===== config.mk =====
export PLATFORM = sky130hd
export DESIGN_NAME = noc_link_pipeline
export DESIGN_NICKNAME = d
export VERILOG_FILES = /design/src/rtl/noc_link_pipeline.sv
export SDC_FILE = /design/constraint.sdc
export NUM_CORES = 1
export LEC_CHECK = 0
export BUFFER_PORTS_ARGS = -buffer_cell sky130_fd_sc_hd__buf_4
export CORE_UTILIZATION = 35
export CTS_BUF_LIST = sky130_fd_sc_hd__clkbuf_16
export DETAILED_ROUTE_END_ITERATION = 7
export PLACE_DENSITY = 0.71
export SKIP_CTS_REPAIR_TIMING = 1
export SYNTH_ARGS = -nofsm -noshare
export SYNTH_HDL_FRONTEND = slang
export SYNTH_SLANG_ARGS = --single-unit

===== constraint.sdc =====
create_clock -name clk_noc -period 8 [get_ports clk_noc]
set_input_delay 0.4 -clock clk_noc [delete_from_list [all_inputs] [get_ports clk_noc]]
set_output_delay 0.4 -clock clk_noc [all_outputs]
set_load 0.005 [all_outputs]

===== src/rtl/noc_link_pipeline.sv =====
// noc_link_pipeline: one direction of a credit-based NoC link.
//
// The forward flit bundle {data, dest, is_tail, send} and the reverse credit each pass
// through NUM_PIPELINE register stages. The stages advance every cycle with no stalls;
// the sender is throttled only by credits. A NUM_PIPELINE of 0 makes both paths plain
// wires.
//
// An upstream-side monitor watches send_in and the retimed credit_out. It tracks:
//   - the credits still available downstream,
//   - packet framing,
//   - flit and packet counts.
// It raises sticky error flags on credit underflow, credit overflow and a destination
// change inside a packet.
//
// Ports:
//   clk_noc, rst_noc            clock; asynchronous active-high reset
//   data_in/dest_in/is_tail_in/send_in     flit from the router output
//   data_out/dest_out/is_tail_out/send_out retimed flit to the downstream router
//   credit_in                   credit from the downstream router
//   credit_out                  retimed credit back to the router output
//   clr_stats                   synchronous clear of counters and error flags
//   credit_count                credits currently available upstream
//   flit_count, pkt_count       accepted flits and packets (wrap around)
//   in_packet                   a head has been seen and its tail has not
//   err_no_credit, err_credit_ovf, err_dest_mismatch   sticky error flags
module noc_link_pipeline #(
  parameter int unsigned NUM_PIPELINE      = 1,
  parameter int unsigned FLIT_WIDTH        = 64,
  parameter int unsigned DEST_WIDTH        = 4,
  parameter int unsigned FLIT_BUFFER_DEPTH = 4,
  parameter int unsigned CNT_WIDTH         = 16,
  localparam int unsigned CRED_W           = $clog2(FLIT_BUFFER_DEPTH + 1)
) (
  input  logic                  clk_noc,
  input  logic                  rst_noc,
  input  logic [FLIT_WIDTH-1:0] data_in,
  input  logic [DEST_WIDTH-1:0] dest_in,
  input  logic                  is_tail_in,
  input  logic                  send_in,
  output logic                  credit_out,
  output logic [FLIT_WIDTH-1:0] data_out,
  output logic [DEST_WIDTH-1:0] dest_out,
  output logic                  is_tail_out,
  output logic                  send_out,
  input  logic                  credit_in,
  input  logic                  clr_stats,
  output logic [CRED_W-1:0]     credit_count,
  output logic [CNT_WIDTH-1:0]  flit_count,
  output logic [CNT_WIDTH-1:0]  pkt_count,
  output logic                  in_packet,
  output logic                  err_no_credit,
  output logic                  err_credit_ovf,
  output logic                  err_dest_mismatch
);

  localparam int unsigned BundleW = FLIT_WIDTH + DEST_WIDTH + 2;
  localparam logic [CRED_W-1:0] CredMax = CRED_W'(FLIT_BUFFER_DEPTH);

  if (NUM_PIPELINE > 4) begin : g_bad_depth
    $error("NUM_PIPELINE must be in 0..4");
  end

  logic [BundleW-1:0] fwd_in, fwd_out;
  assign fwd_in = {data_in, dest_in, is_tail_in, send_in};

  // ---------------------------------------------------------------------------------------
  // Retiming chains
  // ---------------------------------------------------------------------------------------
  if (NUM_PIPELINE == 0) begin : g_wire
    assign fwd_out    = fwd_in;
    assign credit_out = credit_in;
  end else begin : g_pipe
    logic [BundleW-1:0] fwd_d  [NUM_PIPELINE];
    logic [BundleW-1:0] fwd_q  [NUM_PIPELINE];
    logic               cred_d [NUM_PIPELINE];
    logic               cred_q [NUM_PIPELINE];

    always_comb begin
      fwd_d[0]  = fwd_in;
      cred_d[0] = credit_in;
      for (int i = 1; i < NUM_PIPELINE; i++) begin
        fwd_d[i]  = fwd_q[i-1];
        cred_d[i] = cred_q[i-1];
      end
    end

    // Data stages are reset as well, so a reset discards every in-flight flit and credit.
    always_ff @(posedge clk_noc or posedge rst_noc) begin
      if (rst_noc) begin
        for (int i = 0; i < NUM_PIPELINE; i++) begin
          fwd_q[i]  <= '0;
          cred_q[i] <= 1'b0;
        end
      end else begin
        fwd_q  <= fwd_d;
        cred_q <= cred_d;
      end
    end

    assign fwd_out    = fwd_q[NUM_PIPELINE-1];
    assign credit_out = cred_q[NUM_PIPELINE-1];
  end

  assign {data_out, dest_out, is_tail_out, send_out} = fwd_out;

  // ---------------------------------------------------------------------------------------
  // Link monitor
  // ---------------------------------------------------------------------------------------
  logic [CRED_W-1:0]     credit_count_d, credit_count_q;
  logic [CNT_WIDTH-1:0]  flit_count_d, flit_count_q;
  logic [CNT_WIDTH-1:0]  pkt_count_d, pkt_count_q;
  logic                  in_packet_d, in_packet_q;
  logic [DEST_WIDTH-1:0] head_dest_d, head_dest_q;
  logic                  err_no_credit_d, err_no_credit_q;
  logic                  err_credit_ovf_d, err_credit_ovf_q;
  logic                  err_dest_mismatch_d, err_dest_mismatch_q;

  always_comb begin
    credit_count_d      = credit_count_q;
    flit_count_d        = flit_count_q;
    pkt_count_d         = pkt_count_q;
    in_packet_d         = in_packet_q;
    head_dest_d         = head_dest_q;
    err_no_credit_d     = err_no_credit_q;
    err_credit_ovf_d    = err_credit_ovf_q;
    err_dest_mismatch_d = err_dest_mismatch_q;

    // A send and a returning credit in the same cycle cancel out.
    if (send_in && !credit_out) begin
      if (credit_count_q == '0) begin
        err_no_credit_d = 1'b1;
      end else begin
        credit_count_d = credit_count_q - CRED_W'(1);
      end
    end else if (credit_out && !send_in) begin
      if (credit_count_q == CredMax) begin
        err_credit_ovf_d = 1'b1;
      end else begin
        credit_count_d = credit_count_q + CRED_W'(1);
      end
    end

    if (send_in) begin
      flit_count_d = flit_count_q + CNT_WIDTH'(1);
      if (is_tail_in) begin
        pkt_count_d = pkt_count_q + CNT_WIDTH'(1);
      end
      if (!in_packet_q) begin
        head_dest_d = dest_in;
        in_packet_d = !is_tail_in;
      end else begin
        if (dest_in != head_dest_q) begin
          err_dest_mismatch_d = 1'b1;
        end
        if (is_tail_in) begin
          in_packet_d = 1'b0;
        end
      end
    end

    // The clear wins over same-cycle events. It leaves the credit count and framing alone.
    if (clr_stats) begin
      flit_count_d        = '0;
      pkt_count_d         = '0;
      err_no_credit_d     = 1'b0;
      err_credit_ovf_d    = 1'b0;
      err_dest_mismatch_d = 1'b0;
    end
  end

  always_ff @(posedge clk_noc or posedge rst_noc) begin
    if (rst_noc) begin
      credit_count_q      <= CredMax;
      flit_count_q        <= '0;
      pkt_count_q         <= '0;
      in_packet_q         <= 1'b0;
      head_dest_q         <= '0;
      err_no_credit_q     <= 1'b0;
      err_credit_ovf_q    <= 1'b0;
      err_dest_mismatch_q <= 1'b0;
    end else begin
      credit_count_q      <= credit_count_d;
      flit_count_q        <= flit_count_d;
      pkt_count_q         <= pkt_count_d;
      in_packet_q         <= in_packet_d;
      head_dest_q         <= head_dest_d;
      err_no_credit_q     <= err_no_credit_d;
      err_credit_ovf_q    <= err_credit_ovf_d;
      err_dest_mismatch_q <= err_dest_mismatch_d;
    end
  end

  assign credit_count      = credit_count_q;
  assign flit_count        = flit_count_q;
  assign pkt_count         = pkt_count_q;
  assign in_packet         = in_packet_q;
  assign err_no_credit     = err_no_credit_q;
  assign err_credit_ovf    = err_credit_ovf_q;
  assign err_dest_mismatch = err_dest_mismatch_q;

endmodule


==> flow_summary.ini, run 1 <==
[floorplan]
io_pins = 184
die_area_um2 = 11530
start_util_pct = 35.84
die_x_um = 107.4
fp-row-count = 38
core_area_um2 = 10840
die_y_um = 107.4

[placed_design]
gp_congestion = 0.7518
io_buffer_count = 183
hpwl_um = 6557
dp_cells = 605

[yosys]
async_flop_share_pct = 100.0
synth_largest_area_cell = dfrtp_1
synth_fp_nets = 366
ys.flop_type = dfrtp_1
synth.distinct_cells = 33
yosys_warnings = 0
synth.avg_cell_area_um2 = 13.54
ys_seq_area_share_pct = 73.46
synth.area.top_cells = dfrtp_1, xnor2_1, nor2_1, o21ai_0, xor2_1
synth_edf_count = 0
netlist_area_um2 = 3885
netlist.area_leader.share_pct = 72.79
syn_inst = 287
synth-seq-cells = 114

[sta]
slew_headroom_pct = 50.09
clock_skew_ns = 0.004786
hold_viol_final = 0
setup_viol = 0
finalCriticalPeriod_ns = 1.929
tns_ns = 0
slew_violations = 0
worst_slew_pin_slew_ns = 0.7486
rsz0062_at_grt = false
period_share_pct = 24.11
fmax_mhz = 518.4

[route]
vias = 2960
avgViaCountPerCell = 4.647
ant_nets = 0
wl_per_cell_um = 14.30
drt_iter0_drc = 136
finalWirelength_um = 9108
drc = 1
dr.pass1.iters = 6

[clock_tree]
root_buffer = clkbuf_16
insertion_delay_ns = 0.40
cts_buffer_depth = 2
clkSinkCount = 114
cts_buffers = 17
clk_pin_slew_ns = 0.06
cts_tree = built
htreeDepth = 4

[finish]
final_core_util_pct = 55.64
nets = 563
final_cells = 637
layout-drive-gt1-share_pct = 45.27
diodes = 0
syn2layout_area_growth_pct = 55.27

[power]
power_frac_comb_pct = 9.4
netSwitchingPower_mw = 0.3588
power.internal_mw = 1.185
netSwitchingFraction_pct = 23.25
leakage_nw = 2.879
power_frac_clock_pct = 49.5
p_per_area_nw_per_um2 = 255.9
p_seq_share_pct = 41.1
vdd_drop_max_v = 0.0001500

[setup_path]
path_depth = 8
worstPathCellList = inv_1, ha_1, inv_1, fa_1, or2_2, o21ai_0, a21oi_1, a31oi_1
path_delay_family = adder cells
crit_path_end = credit_count[2]$_DFFE_PP1P_
timing_worst_setup_path_type = flip-flop to flip-flop
cp.arrival_ns = 2.25
r2r-start = credit_out$_DFF_PP0_
start_kind = flip-flop
critPathMaxFanout = 5
path_buf_inv = 2
crit_top_cell = inv_1
critPathSlowestCell = dfrtp_1
timing.rr.end = credit_count[2]$_DFFE_PP1P_
critPathLaunch = credit_out$_DFF_PP0_
slowest_delay_ns = 0.40
rr_worst_depth = 8
setup.worst_path.end_class = flip-flop
reg2reg_slack_ns = 6.07
worstPathRequired_ns = 8.32

[global_route]
grtUsageTotal_pct = 17.00
antenna_found_initial = 0
grt_max_degree = 66
grt_pass1_vias = 3130
grt_overflow = 0
grt_pass1_wl_um = 14680

[outcome]
status = finished with violations
violations = design-rule violations

[worst_hold_path]
hp-class = input port to flip-flop

[job]
cap_violations = 0
==> cell families after synthesis <==
group                    after synthesis  synth area share, %
buffers and inverters                 16                1.546
XOR/XNOR                              24                5.411
multiplexers                           6                1.707
AND/OR/NAND/NOR                       88                11.11
flip-flops                           114                73.46
adder cells (fa/ha/maj)                5                1.804
AO/OA/AOI/OAI                         34                4.960
==> layout make-up <==
class | count | area [um^2]
repair buffers | 184 | 1381
flip-flops and latches | 114 | 2854
well taps | 140 | 175.2
clock buffers | 17 | 425.4
clock inverters | 15 | 185.2
inverters | 10 | 40.04
fillers | 945 | 4808
multi-input cells | 157 | 970.9
==> cell usage in the layout (no fill, tap or decap), drive strengths merged, types with 5 or more instances in the layout <==
cell type | synthesis | layout
clkbuf | 5 | 17
dfrtp | 113 | 113
or3 | 8 | 8
o21ai | 13 | 13
nand3 | 10 | 10
nand2 | 15 | 15
xor2 | 7 | 7
nor4 | 5 | 5
inv | 10 | 12
xnor2 | 17 | 17
mux2 | 5 | 5
a21oi | 13 | 13
clkinv | 0 | 6
nor2 | 28 | 28
buf | 1 | 184
nand4 | 9 | 9
nor3 | 5 | 5
==> synth_stat cells (2+ instances only) <==
library cell and n:
nor3_1 5, xnor2_1 17, and4_1 2, a21oi_1 12, xor2_1 7, nor2_1 28, o21ai_0 13, or4_1 2
nor4_1 5, or3_1 8, nand3_1 10, nand4_1 9, nand2_1 15, inv_1 10, a31oi_1 3, ha_1 4
dfrtp_1 113, mux2_2 5, clkbuf_1 5
==> per-layer routing <==
layer | vias to the layer above | wire length [um] | track usage (%)
met5 | - | 0 | 0
met4 | 0 | 138 | 8.708
met3 | 11 | 862 | 7.264
met2 | 130 | 4729 | 28.20
met1 | 1454 | 3377 | 18.52
li1 | 1365 | - | -
==> power by group through the flow <==
stage	Clock, mW	Sequential (mW)	Combinational, mW
after global placement	0	0.641	0.141
after floorplan	0	0.643	0.0545
after global routing	0.808	0.638	0.162
after detailed placement	0	0.644	0.147
final	0.764	0.635	0.145
after CTS	0.780	0.634	0.147
==> how the worst min path moves through the flow <==
stage / from / slack [ns] / endpoint / cells after the start
floorplan: credit_in / 0.43 / credit_out$_DFF_PP0_ / 0
global placement: err_no_credit$_DFFE_PP0P_ / 0.51 / err_no_credit$_DFFE_PP0P_ / 2
detailed placement: err_no_credit$_DFFE_PP0P_ / 0.50 / err_no_credit$_DFFE_PP0P_ / 2
CTS: data_in[38] / 0.08 / fwd_out[44]$_DFF_PP0_ / 1
global route: data_in[0] / 0.08 / fwd_out[6]$_DFF_PP0_ / 1
finish: data_in[38] / 0.1 / fwd_out[44]$_DFF_PP0_ / 1
==> through the flow <==
stage,setup WS [ns],power (mW),area (um^2),hold WS [ns]
after global routing,5.960,1.607,6032,0.07955
after floorplan,4.586,0.6977,3885,0.4314
after CTS,6.089,1.561,6032,0.08277
final,6.071,1.544,6032,0.09808
after detailed placement,5.907,0.7905,5421,0.5006
after global placement,5.942,0.7823,5421,0.5070
==> registers in the layout, indices dropped and copies added, names as in the netlist <==
signal,flops
credit_count,3
credit_out,1
err_credit_ovf,1
err_dest_mismatch,1
err_no_credit,1
flit_count,16
fwd_out,70
head_dest_q,4
in_packet,1
pkt_count,16
Note: power is estimated with default switching activity, not from simulation.
==> inputs of run 2 (changes only) <==
clock period = 2 ns   (was 8 ns; I/O delays follow)
==> flow_summary.ini, run 2 (same netlist as run 1, synthesis figures left out) <==
[worst_hold_path]
hp-class = input port to flip-flop
hold_start = clr_stats
holdPathStages = 4
hold-path-endpoint = pkt_count[3]$_DFFE_PP0P_

[setup_path]
r2r-start = credit_out$_DFF_PP0_
critPathMaxFanout = 15
slowest_delay_ns = 0.53
timing.rr.end = credit_count[2]$_DFFE_PP1P_
setup.worst_path.end_class = flip-flop
cp.arrival_ns = 2.19
path_buf_inv = 3
timing_worst_setup_path_type = input port to flip-flop
reg2reg_slack_ns = 0.18
rr_worst_depth = 8
path_delay_family = buffers and inverters
start_kind = input port
worstPathCellList = dlygate4sd3_1, buf_4, ha_1, inv_1, fa_1, or2_2, o21ai_0, a21oi_1, a31oi_1
critPathSlowestCell = dlygate4sd3_1
worstPathRequired_ns = 2.33

[finish]
final_area_um2 = 6780
largest_reg_flops = 70
final_cell_mix = buf_4, dfrtp_1, dlygate4sd3_1
layout-drive-gt1-share_pct = 39.20
final_common_cell = buf_4
final_core_util_pct = 62.55
diodes = 0
final_cells = 714
nets = 640
syn2layout_area_growth_pct = 74.52

[sta]
worst_slew_pin_slew_ns = 0.6211
fmax_mhz = 535.9
finalCriticalPeriod_ns = 1.866
tns_ns = 0
slew_headroom_pct = 58.50
hold_viol_final = 0
period_share_pct = 93.31
clock_skew_ns = 0.007383
setup_viol = 0
slew_violations = 0

[global_route]
antenna_found_initial = 0
grt_pass1_vias = 3034
groute.layer.met3.usage_pct = 7.022
grt_overflow = 0
grt_pass1_wl_um = 14300
grt-busiest-layer = met2
grtUsageTotal_pct = 16.85
met1_usage_pct = 18.21
use_met2_pct = 28.25
grt_max_degree = 38

[floorplan]
fp-row-count = 38
die_area_um2 = 11530
start_util_pct = 35.84
die_y_um = 107.4
core_area_um2 = 10840
io_pins = 184
die_x_um = 107.4

[placed_design]
dp_cells = 610
hpwl_um = 6690
io_buffer_count = 183
gp_congestion = 0.8187
placement.cell_area_um2 = 5460

[route]
ant_nets = 0
dr.pass1.iters = 4
drc = 0
wl_per_cell_um = 15.10
avgViaCountPerCell = 4.599
finalWirelength_um = 10780
drt_iter0_drc = 169
vias = 3284

[power]
power_frac_comb_pct = 11.2
netSwitchingFraction_pct = 22.20
p_seq_share_pct = 40.1
vdd_drop_max_v = 0.0005145
power.internal_mw = 4.921
total_power_mw = 6.325
power_frac_clock_pct = 48.6
p_per_area_nw_per_um2 = 932.8
netSwitchingPower_mw = 1.404
leakage_nw = 3.216

[job]
cap_violations = 0

[clock_tree]
clkSinkCount = 114
cts_buffers = 17
cts_buffer_depth = 2
cts_tree = built
htreeDepth = 4
clk_pin_slew_ns = 0.05
insertion_delay_ns = 0.41
root_buffer = clkbuf_16

[outcome]
status = finished clean
## run 2: worst max-delay path by stage
stage          depth (start not counted)                     endpoint                 start
2_1_floorplan                          8  credit_count[2]$_DFFE_PP1P_  credit_out$_DFF_PP0_
3_3_place_gp                           8  credit_count[2]$_DFFE_PP1P_  credit_out$_DFF_PP0_
3_5_place_dp                           8  credit_count[2]$_DFFE_PP1P_  credit_out$_DFF_PP0_
4_1_cts                                8  credit_count[2]$_DFFE_PP1P_  credit_out$_DFF_PP0_
5_1_grt                                9  credit_count[2]$_DFFE_PP1P_               send_in
6_report                               9  credit_count[2]$_DFFE_PP1P_               send_in
## run 2: per-stage QoR
stage | hold WS [ns] | worst slack, ns
2_1_floorplan | 0.1314 | 0.2876
3_3_place_gp | 0.2090 | 0.2573
3_5_place_dp | 0.2103 | 0.1907
4_1_cts | -0.2178 | 0.1755
5_1_grt | 0.1144 | -0.008012
6_report | 0.1101 | 0.1338
## run 2: power groups by stage
stage          Sequential [mW]  Combinational, mW  Clock, mW
2_1_floorplan             2.57              0.218          0
3_3_place_gp              2.56              0.575          0
3_5_place_dp              2.58              0.594          0
4_1_cts                   2.54              0.596       3.11
5_1_grt                   2.55              0.783       3.24
6_report                  2.54              0.709       3.08
## run 2: final cells by class
type                            instances  area [um^2]
Multi-Input combinational cell        157        970.9
Clock buffer                           17        425.4
Fill cell                             834         4060
Inverter                               10        41.29
Timing Repair Buffer                  261         2140
Sequential cell                       114         2854
Tap cell                              140        175.2
Clock inverter                         15        173.9
## run 2: worst min-delay path: cells and delay by family
kind / cells / cell delay [ns]
buffers and inverters: 1 / 0.09
AOI/OAI and AO/OA: 3 / 0.28
## run 2: per-layer routing
layer / vias to the layer above / part of all wire [%]
li1: 1530 / -
met5: - / 0
met1: 1592 / 38
met2: 143 / 52
met4: 0 / 2.1
met3: 19 / 7.9
==> inputs of run 3 (changes only) <==
HOLD_SLACK_MARGIN = 0.12   (was default)
==> flow_summary.ini, run 3 (same netlist as run 1, synthesis figures left out) <==
[outcome]
status = finished clean

[route]
dr.pass1.iters = 4
avgViaCountPerCell = 4.586
finalWirelength_um = 10790
drt_iter0_drc = 162
ant_nets = 0
wl_per_cell_um = 15.09
vias = 3279
drc = 0

[power]
power_frac_comb_pct = 11.2
leakage_nw = 3.220
power_frac_clock_pct = 48.6
p_per_area_nw_per_um2 = 932.0
power.internal_mw = 4.922
netSwitchingPower_mw = 1.407
netSwitchingFraction_pct = 22.23
vdd_drop_max_v = 0.0005138
p_seq_share_pct = 40.1

[global_route]
grt_max_degree = 38
use_met2_pct = 28.25
groute.layer.met3.usage_pct = 7.022
grt-busiest-layer = met2
grt_pass1_wl_um = 14300
antenna_found_initial = 0
met1_usage_pct = 18.21
grtUsageTotal_pct = 16.85
grt_pass1_vias = 3034
grt_overflow = 0

[floorplan]
core_area_um2 = 10840
die_area_um2 = 11530
fp-row-count = 38
start_util_pct = 35.84
die_x_um = 107.4
die_y_um = 107.4
io_pins = 184

[placed_design]
io_buffer_count = 183
gp_congestion = 0.8187
hpwl_um = 6690
post-place-ws_ns = 0.1907
dp_cells = 610

[finish]
largest_reg_flops = 70
final_cells = 715
final_common_cell = buf_4
diodes = 0
syn2layout_area_growth_pct = 74.78
final_cell_mix = buf_4, dfrtp_1, dlygate4sd3_1
nets = 641
fill_cells = 832
layout-drive-gt1-share_pct = 39.13

[sta]
fmax_mhz = 538.6
setup_viol = 0
worst_slack_ns = 0.1435
rsz0062_at_grt = false
clock_skew_ns = 0.009700
tns_ns = 0
worst_slew_pin_slew_ns = 0.6258
slew_violations = 0
slew_headroom_pct = 58.19
finalCriticalPeriod_ns = 1.857
hold_viol_final = 0
period_share_pct = 92.83

[setup_path]
critPathSlowestCell = dlygate4sd3_1
cp.arrival_ns = 2.19
critPathMaxFanout = 15
worstPathRequired_ns = 2.33
slowest_delay_ns = 0.53
worstPathCellList = dlygate4sd3_1, buf_4, ha_1, inv_1, fa_1, or2_2, o21ai_0, a21oi_1, a31oi_1
start_kind = input port
setup.worst_path.end_class = flip-flop
path_delay_family = buffers and inverters
timing_worst_setup_path_type = input port to flip-flop
path_buf_inv = 3

[clock_tree]
cts_tree = built
htreeDepth = 4
clkSinkCount = 114
cts_buffers = 17
insertion_delay_ns = 0.41
root_buffer = clkbuf_16
cts_buffer_depth = 2
clk_pin_slew_ns = 0.05

[worst_hold_path]
hp-class = input port to flip-flop

[job]
cap_violations = 0
run 3: cell type report:
class                   count  area, um^2  share of cell area (%)
well taps                 140       175.2                   2.580
flip-flops and latches    114        2854                   42.03
clock inverters            15       173.9                   2.561
inverters                  10       41.29                  0.6081
clock buffers              17       425.4                   6.265
repair buffers            262        2150                   31.66
multi-input cells         157       970.9                   14.30
run 3: through the flow:
step	hold WS (ns)	instance area (um^2)	power, mW	util [%]
after floorplan	0.1314	3889	2.791	-
after global placement	0.2090	5460	3.139	50.37
after detailed placement	0.2103	5460	3.169	50.37
after CTS	-0.2178	6060	6.240	55.90
after global routing	0.3266	6790	6.578	62.64
final	0.3279	6790	6.329	62.64
run 3: power by group through the flow:
stage	clock [mW]	sequential (mW)	combinational (mW)
global placement	0	2.56	0.575
CTS	3.11	2.54	0.596
global route	3.24	2.55	0.784
floorplan	0	2.57	0.218
finish	3.08	2.54	0.711
detailed placement	0	2.58	0.594
run 3: worst paths after layout:
check	cells past startpoint	end	slack [ns]	from
min	2	fwd_out[55]$_DFF_PP0_	0.33	data_in[49]
max reg2reg	8	credit_count[2]$_DFFE_PP1P_	0.18	credit_out$_DFF_PP0_
max	9	credit_count[2]$_DFFE_PP1P_	0.14	send_in
min in group asynchronous	3	head_dest_q[2]$_DFFE_PP0P_	0.34	rst_noc
max in group asynchronous	4	fwd_out[19]$_DFF_PP0_	0.88	rst_noc
min reg2reg	2	err_dest_mismatch$_DFFE_PP0P_	0.52	err_dest_mismatch$_DFFE_PP0P_
run 3: layer usage:
layer / wire length (um) / vias to the layer above
li1: - / 1531
met4: 207 / 0
met2: 5625 / 135
met5: 0 / -
met1: 4117 / 1597
met3: 842 / 16
run 3: worst reg2reg max path, cell delays in order (launching register included):
cell,delay [ns]
dfrtp_1,0.40
inv_1,0.06
ha_1,0.22
inv_1,0.10
fa_1,0.38
or2_2,0.29
o21ai_0,0.08
a21oi_1,0.09
a31oi_1,0.15
